<file path="config.mk">
export PLATFORM = sky130hd
export DESIGN_NAME = muldiv_lane_arbiter
export DESIGN_NICKNAME = d
export VERILOG_FILES = /design/src/rtl/muldiv_lane_arbiter.sv
export SDC_FILE = /design/constraint.sdc
export NUM_CORES = 1
export LEC_CHECK = 0
export CORE_ASPECT_RATIO = 1.5
export CORE_MARGIN = 2
export CORE_UTILIZATION = 49
export DETAILED_ROUTE_END_ITERATION = 12
export PLACE_DENSITY = 0.95
export SYNTH_ARGS = -nofsm -noshare
export SYNTH_HDL_FRONTEND = slang
export SYNTH_SLANG_ARGS = --single-unit
</file>
<file path="constraint.sdc">
create_clock -name clk -period 27.3 [get_ports clk]
set_input_delay 8.19 -clock clk [delete_from_list [all_inputs] [get_ports clk]]
set_output_delay 8.19 -clock clk [all_outputs]
set_load 0.02 [all_outputs]
</file>
<file path="src/rtl/muldiv_lane_arbiter.sv">
// Shares one iterative mul/div unit between the two X-stage issue lanes, older lane first.
// Optional watchdog: define MULDIV_ARB_TIMEOUT_EN to abort a unit that never reports done.
module muldiv_lane_arbiter #(
  parameter int XLEN           = 32,
  parameter int TIMEOUT_CYCLES = 64
) (
  input  logic            clk,
  input  logic            reset,
  input  logic            req0,
  input  logic [5:0]      alucode0,
  input  logic [XLEN-1:0] op1_0,
  input  logic [XLEN-1:0] op2_0,
  input  logic            req1,
  input  logic [5:0]      alucode1,
  input  logic [XLEN-1:0] op1_1,
  input  logic [XLEN-1:0] op2_1,
  input  logic            hold,
  input  logic            flush,
  output logic            unit_start,
  output logic            unit_abort,
  output logic [5:0]      unit_alucode,
  output logic [XLEN-1:0] unit_op1,
  output logic [XLEN-1:0] unit_op2,
  input  logic            unit_done,
  input  logic [XLEN-1:0] unit_result,
  output logic [XLEN-1:0] result0,
  output logic [XLEN-1:0] result1,
  output logic            busy,
  output logic            timeout_err
);
  localparam logic [1:0] S_IDLE = 2'd0;
  localparam logic [1:0] S_RUN0 = 2'd1;
  localparam logic [1:0] S_RUN1 = 2'd2;
  localparam logic [1:0] S_DONE = 2'd3;

  logic [1:0]      state_q, state_d;
  logic            pend1_q, pend1_d;
  logic            start_q, start_d;
  logic            abort_q, abort_d;
  logic [5:0]      ucode_q, ucode_d;
  logic [XLEN-1:0] uop1_q, uop1_d, uop2_q, uop2_d;
  logic [XLEN-1:0] res0_q, res0_d, res1_q, res1_d;
  logic [5:0]      l1code_q;
  logic [XLEN-1:0] l1op1_q, l1op2_q;
  logic            running, tmo_hit, finish;
  logic            capture_l1;

  assign running = (state_q == S_RUN0) || (state_q == S_RUN1);
  assign finish  = unit_done | tmo_hit;

`ifdef MULDIV_ARB_TIMEOUT_EN
  logic [15:0] cnt_q, cnt_d;
  logic        tmo_err_q, tmo_err_d;

  assign tmo_hit = running && !unit_done && (cnt_q == 16'(TIMEOUT_CYCLES - 1));

  always_comb begin
    cnt_d     = cnt_q;
    tmo_err_d = tmo_err_q | (tmo_hit & ~flush);
    if (start_d)      cnt_d = '0;
    else if (running) cnt_d = cnt_q + 16'd1;
  end

  always_ff @(posedge clk) begin
    if (reset) begin
      cnt_q     <= '0;
      tmo_err_q <= 1'b0;
    end else begin
      cnt_q     <= cnt_d;
      tmo_err_q <= tmo_err_d;
    end
  end

  assign timeout_err = tmo_err_q;
`else
  assign tmo_hit     = 1'b0;
  assign timeout_err = 1'b0;
`endif

  always_comb begin
    state_d    = state_q;
    pend1_d    = pend1_q;
    start_d    = 1'b0;
    abort_d    = 1'b0;
    ucode_d    = ucode_q;
    uop1_d     = uop1_q;
    uop2_d     = uop2_q;
    res0_d     = res0_q;
    res1_d     = res1_q;
    capture_l1 = 1'b0;
    case (state_q)
      S_IDLE: begin
        if (!hold && !flush) begin
          if (req0) begin
            start_d    = 1'b1;
            ucode_d    = alucode0;
            uop1_d     = op1_0;
            uop2_d     = op2_0;
            pend1_d    = req1;
            capture_l1 = 1'b1;
            state_d    = S_RUN0;
          end else if (req1) begin
            start_d = 1'b1;
            ucode_d = alucode1;
            uop1_d  = op1_1;
            uop2_d  = op2_1;
            pend1_d = 1'b0;
            state_d = S_RUN1;
          end
        end
      end
      S_RUN0: begin
        if (finish) begin
          res0_d  = tmo_hit ? '1 : unit_result;
          abort_d = tmo_hit;
          if (pend1_q) begin
            start_d = 1'b1;
            ucode_d = l1code_q;
            uop1_d  = l1op1_q;
            uop2_d  = l1op2_q;
            pend1_d = 1'b0;
            state_d = S_RUN1;
          end else begin
            state_d = S_DONE;
          end
        end
      end
      S_RUN1: begin
        if (finish) begin
          res1_d  = tmo_hit ? '1 : unit_result;
          abort_d = tmo_hit;
          state_d = S_DONE;
        end
      end
      default: state_d = S_IDLE;
    endcase
    // Flush wins over everything, including a done arriving in the same cycle.
    if (flush) begin
      state_d = S_IDLE;
      pend1_d = 1'b0;
      start_d = 1'b0;
      abort_d = running;
      ucode_d = ucode_q;
      uop1_d  = uop1_q;
      uop2_d  = uop2_q;
      res0_d  = res0_q;
      res1_d  = res1_q;
    end
  end

  always_ff @(posedge clk) begin
    if (reset) begin
      state_q <= S_IDLE;
      pend1_q <= 1'b0;
      start_q <= 1'b0;
      abort_q <= 1'b0;
      ucode_q <= '0;
      uop1_q  <= '0;
      uop2_q  <= '0;
      res0_q  <= '0;
      res1_q  <= '0;
    end else begin
      state_q <= state_d;
      pend1_q <= pend1_d;
      start_q <= start_d;
      abort_q <= abort_d;
      ucode_q <= ucode_d;
      uop1_q  <= uop1_d;
      uop2_q  <= uop2_d;
      res0_q  <= res0_d;
      res1_q  <= res1_d;
    end
  end

  // Lane 1 is stalled while lane 0 runs, so a snapshot at lane 0 start stays valid.
  always_ff @(posedge clk) begin
    if (capture_l1) begin
      l1code_q <= alucode1;
      l1op1_q  <= op1_1;
      l1op2_q  <= op2_1;
    end
  end

  assign busy = ((state_q == S_IDLE) && !hold && !flush && (req0 || req1)) || running;

  assign unit_start   = start_q;
  assign unit_abort   = abort_q;
  assign unit_alucode = ucode_q;
  assign unit_op1     = uop1_q;
  assign unit_op2     = uop2_q;
  assign result0      = res0_q;
  assign result1      = res1_q;
endmodule
</file>
Yosys cells after proc, flatten, opt, wreduce, memory -nomap -nowiden
Cells that the tools add are included.
- bitwise gates (word level): 1
- eq/ne operators: 7
- muxes and demuxes: 39
- reductions and logical operators: 18
- operators by type and width (kind ; count):
    $mux 32 ; 10
    $pmux 32 s2 ; 2
    $mux 6 ; 5
    $mux 1 ; 13
    $pmux 6 s2 ; 1
    $mux 2 ; 5
    $ne 2x2->1 const B ; 4
    $reduce_and 4->1 ; 2
    $pmux 2 s3 ; 1
    $reduce_and 3->1 ; 2
    $reduce_and 6->1 ; 1
    $logic_and 1x1->1 ; 4
    $pmux 1 s2 ; 2
    $reduce_or 2->1 ; 2
    $logic_or 1x1->1 ; 3
    $ne 3x3->1 const B ; 1
    $eq 2x1->1 const B ; 1
    $eq 2x2->1 const B ; 1
    $logic_not 1->1 ; 2
    $logic_not 2->1 ; 1
    $reduce_bool 2->1 ; 1
    $not 1->1 ; 1
- output and inout bits: 138
- register bits: 209
- input port bits: 179
- logic and storage cells: 77

Logic depth before layout (Yosys ltp)
- depth after elaboration: 5
- depth in mapped cells: 9
- depth with buffers taken out: 6

Worst setup path after synthesis
Ideal clock, no wire load.
- path type: input -> output
- from: in hold
- to: out busy
- buffers on the path: 0
- setup slack: 10.486 ns
- arrival: 8.624 ns
- stages: 2
- required time: 19.110 ns
- path through: nor3_1 -> a21o_1
- longest elaborated chain between the ends: 5
- RTL lines (item ; line ; text):
    from (decl) ; 17 ; input logic hold,
    $logic_not 1->1 ; 184 ; assign busy = ((state_q == S_IDLE) && !hold && !flush && (req0 || req1)) || running;
    $logic_and 1x1->1 (3 in a row) ; 184 ;
    $logic_or 1x1->1 ; 184 ;
    to (decl) ; 28 ; output logic busy,
No other way between the ends.

Worst setup path in the final report
- from: in flush
- to: out busy
- longest elaborated chain between the ends: 4
- RTL lines (item ; line ; text):
    from (decl) ; 18 ; input logic flush,
    $logic_not 1->1 ; 184 ;
    $logic_and 1x1->1 (2 in a row) ; 184 ;
    $logic_or 1x1->1 ; 184 ;
No other way between the ends.

==> impl_metrics.ini <==
[outcome]
outcome = finished clean

[critical_path]
worst-setup-path-type = in -> out
timing.rr.start = state_q[1]
path_max_fanout = 8
r2r-end = unit_alucode[2]
crit_arrival_ns = 9.81
r2r_slack_ns = 24.24
reg2regPathDepth = 6
critPathLaunchType = primary input
crit_path_end_kind = output port
crit_required_ns = 19.11

[final_layout]
diodes = 0
final_net_count = 1396
fillerInstances = 1268
syn_to_final_growth_pct = 40.9
final_layout_size_suffix_gt1_share_pct = 9.22
fin_area_sq_um = 13100

[clocking]
cts_sinks = 209
htreeDepth = 1
clk_pin_slew_worst_paths_ns = 0.07
clockRootBuffer = clkbuf_16
holdBufCountCts = 0
cts_tree = built
cts_resized = 0
cts.path.max_buffers = 3
insertion_delay_ns = 0.49
numCtsBuffers = 20
cts_setup_buffers = 0

[hold_path]
hold_depth = 2
holdCritPathClass = reg -> reg
min_from = result1[26]
hold_end = result1[26]

[synthesis]
ys_ff_latch = 209
syn-cell-area_sq_um = 9270
ys_types = 30
yosysWarnings = 0
yosysSeqAreaShare_pct = 52.7
syn-instance-count = 937
avgSynthCellArea_sq_um = 9.89
synth_fp_nets = 1122

[drt]
drt_first_pass_iters = 5
ant_nets = 0
avgRoutedWirePerCell_microns = 18.0
drt_iter0_drc = 607
drt-total-wl_mm = 26.6
vias = 7780
drcViolationCount = 0
viasPerCell = 5.27

[flow_run]
maxCapViolCount = 0

[placed_design]
portBuffers = 315
gp_congestion = 0.829
dp_slack_ns = 9.29
dp_hpwl_mm = 18.0
place_area_sq_um = 12400

[timing]
fin_crit_sh_pct = 65.9
fin_crit_ns = 18.00
setup-violations-final = 0
rsz0062_at_grt = false
setup_slack_ns = 9.30
max_freq_mhz = 55.5
slew_headroom_pct = 16.7
whs_ns = 0.454
clock_skew_ns = 0.0161
slew_viol_final = 0
finalSetupTns_ns = 0
worst_pin_slew_ns = 1.25
finalHoldViolCount = 0

[global_route]
grt_max_degree = 117
grt_usage_pct = 25.2
grt_overflow = 0
grt_pass1_vias = 7939
grt_pass1_wl_mm = 39.9
antenna_found_initial = 0

[floorplan]
initial_utilization_pct = 50.0
num_rows = 61
die_w_microns = 116
coreArea_sq_um = 18500
die_h_microns = 172
io-pin-count = 317
die_area_sq_um = 20100

[power]
ir_drop_uv = 33.4
power.total_uw = 703
power_density_nw_per_um2 = 53.8
leakagePower_uw = 0.00513
state kept, by name, summed over array words and instances, names as in the netlist:
signal        count
l1op1_q          32
l1op2_q          32
result0          32
result1          32
unit_op1         32
unit_op2         32
l1code_q          6
unit_alucode      6
state_q           2
pend1_q           1
unit_abort        1
unit_start        1
placed cells by master, fill, tap and decap left out, drive strengths merged, types with 2 or more instances in the layout:
cell type / instances
a21oi: 135
buf: 9
nand2: 137
dfxtp: 139
o21ai: 72
nand2b: 71
clkinv: 7
clkdlybuf4s50: 313
mux2: 70
and2: 2
mux2i: 72
ha: 6
clkbuf: 29
nor2: 4
inv: 73
edfxtp: 70
nor3: 3
a21o: 2
kinds of logic after synthesis:
group,count (synthesis),synth area share (%)
AOI/OAI and AO/OA,214,11.8
other,1,0.0405
and+or+nand+nor,222,11.3
DFF,209,52.7
buffers and inverters,143,7.14
adders and majority gates,6,0.810
muxes,142,16.3
per-layer routing:
layer / vias to the layer above / track usage [%] / part of all wire, % / wire length (microns)
met1: 3666 / 25.8 / 35 / 9230
li1: 3696 / - / - / -
met4: 0 / 11.4 / 4.5 / 1210
met2: 337 / 48.1 / 55 / 14500
met5: - / 0 / 0 / 0
met3: 81 / 5.01 / 6.1 / 1630
final cells by class:
| cell class | instances | area (sq um) | share of cell area [%] |
|---|---|---|---|
| tap | 252 | 315 | 2.41 |
| clock inverter | 7 | 40.0 | 0.307 |
| timing repair buffer | 322 | 3200 | 24.5 |
| multi-input combinational | 585 | 3740 | 28.6 |
| clock buffer | 29 | 606 | 4.64 |
| sequential | 209 | 4880 | 37.4 |
| inverter | 73 | 274 | 2.10 |
cells in the mapped netlist, drive strengths merged:
library cell,n,area (sq um)
a21boi,1,7.51
a21o,2,15.0
a21oi,135,676
a221o,1,10.0
and2,2,12.5
and2b,1,7.51
and3,1,6.26
buf,19,196
clkbuf,51,191
conb,1,3.75
dfxtp,139,2780
edfxtp,70,2100
ha,6,75.1
inv,73,274
mux2,70,788
mux2i,72,721
nand2,137,514
nand2b,71,444
nand4b,1,8.76
nor2,4,15.0
nor2b,1,6.26
nor3,3,15.0
o211ai,1,7.51
o21a,1,7.51
o21ai,72,360
o31ai,1,7.51
or4b,1,13.8
how the worst max path moves through the flow:
stage / depth (start not counted) / end / startpoint / slack [ns]
after floorplan: 2 / busy / hold / 10.49
after CTS: 4 / busy / flush / 9.28
after detailed placement: 4 / busy / flush / 9.29
after global placement: 5 / busy / req0 / 9.34
after global routing: 5 / busy / req0 / 9.21
final: 4 / busy / flush / 9.30
per-stage QoR:
step	util, %	instances
floorplan	-	937
global placement	66.9	1441
detailed placement	66.9	1441
CTS	70.4	1477
global route	70.4	1477
finish	70.4	1477
power by group:
part	total, uW	leakage (uW)	internal, uW	switching, uW
logic	94.8	0.00304	51.9	42.9
clock network	273	0.000321	155	118
registers	335	0.00177	331	4.35
total	703	0.00513	538	166
worst max-delay path, stage by stage:
cell and delay (ns):
clkdlybuf4s50_1 0.54, nor3_1 0.31, a21o_1 0.16, clkdlybuf4s50_1 0.61
Power figures use the tool's default switching activity.
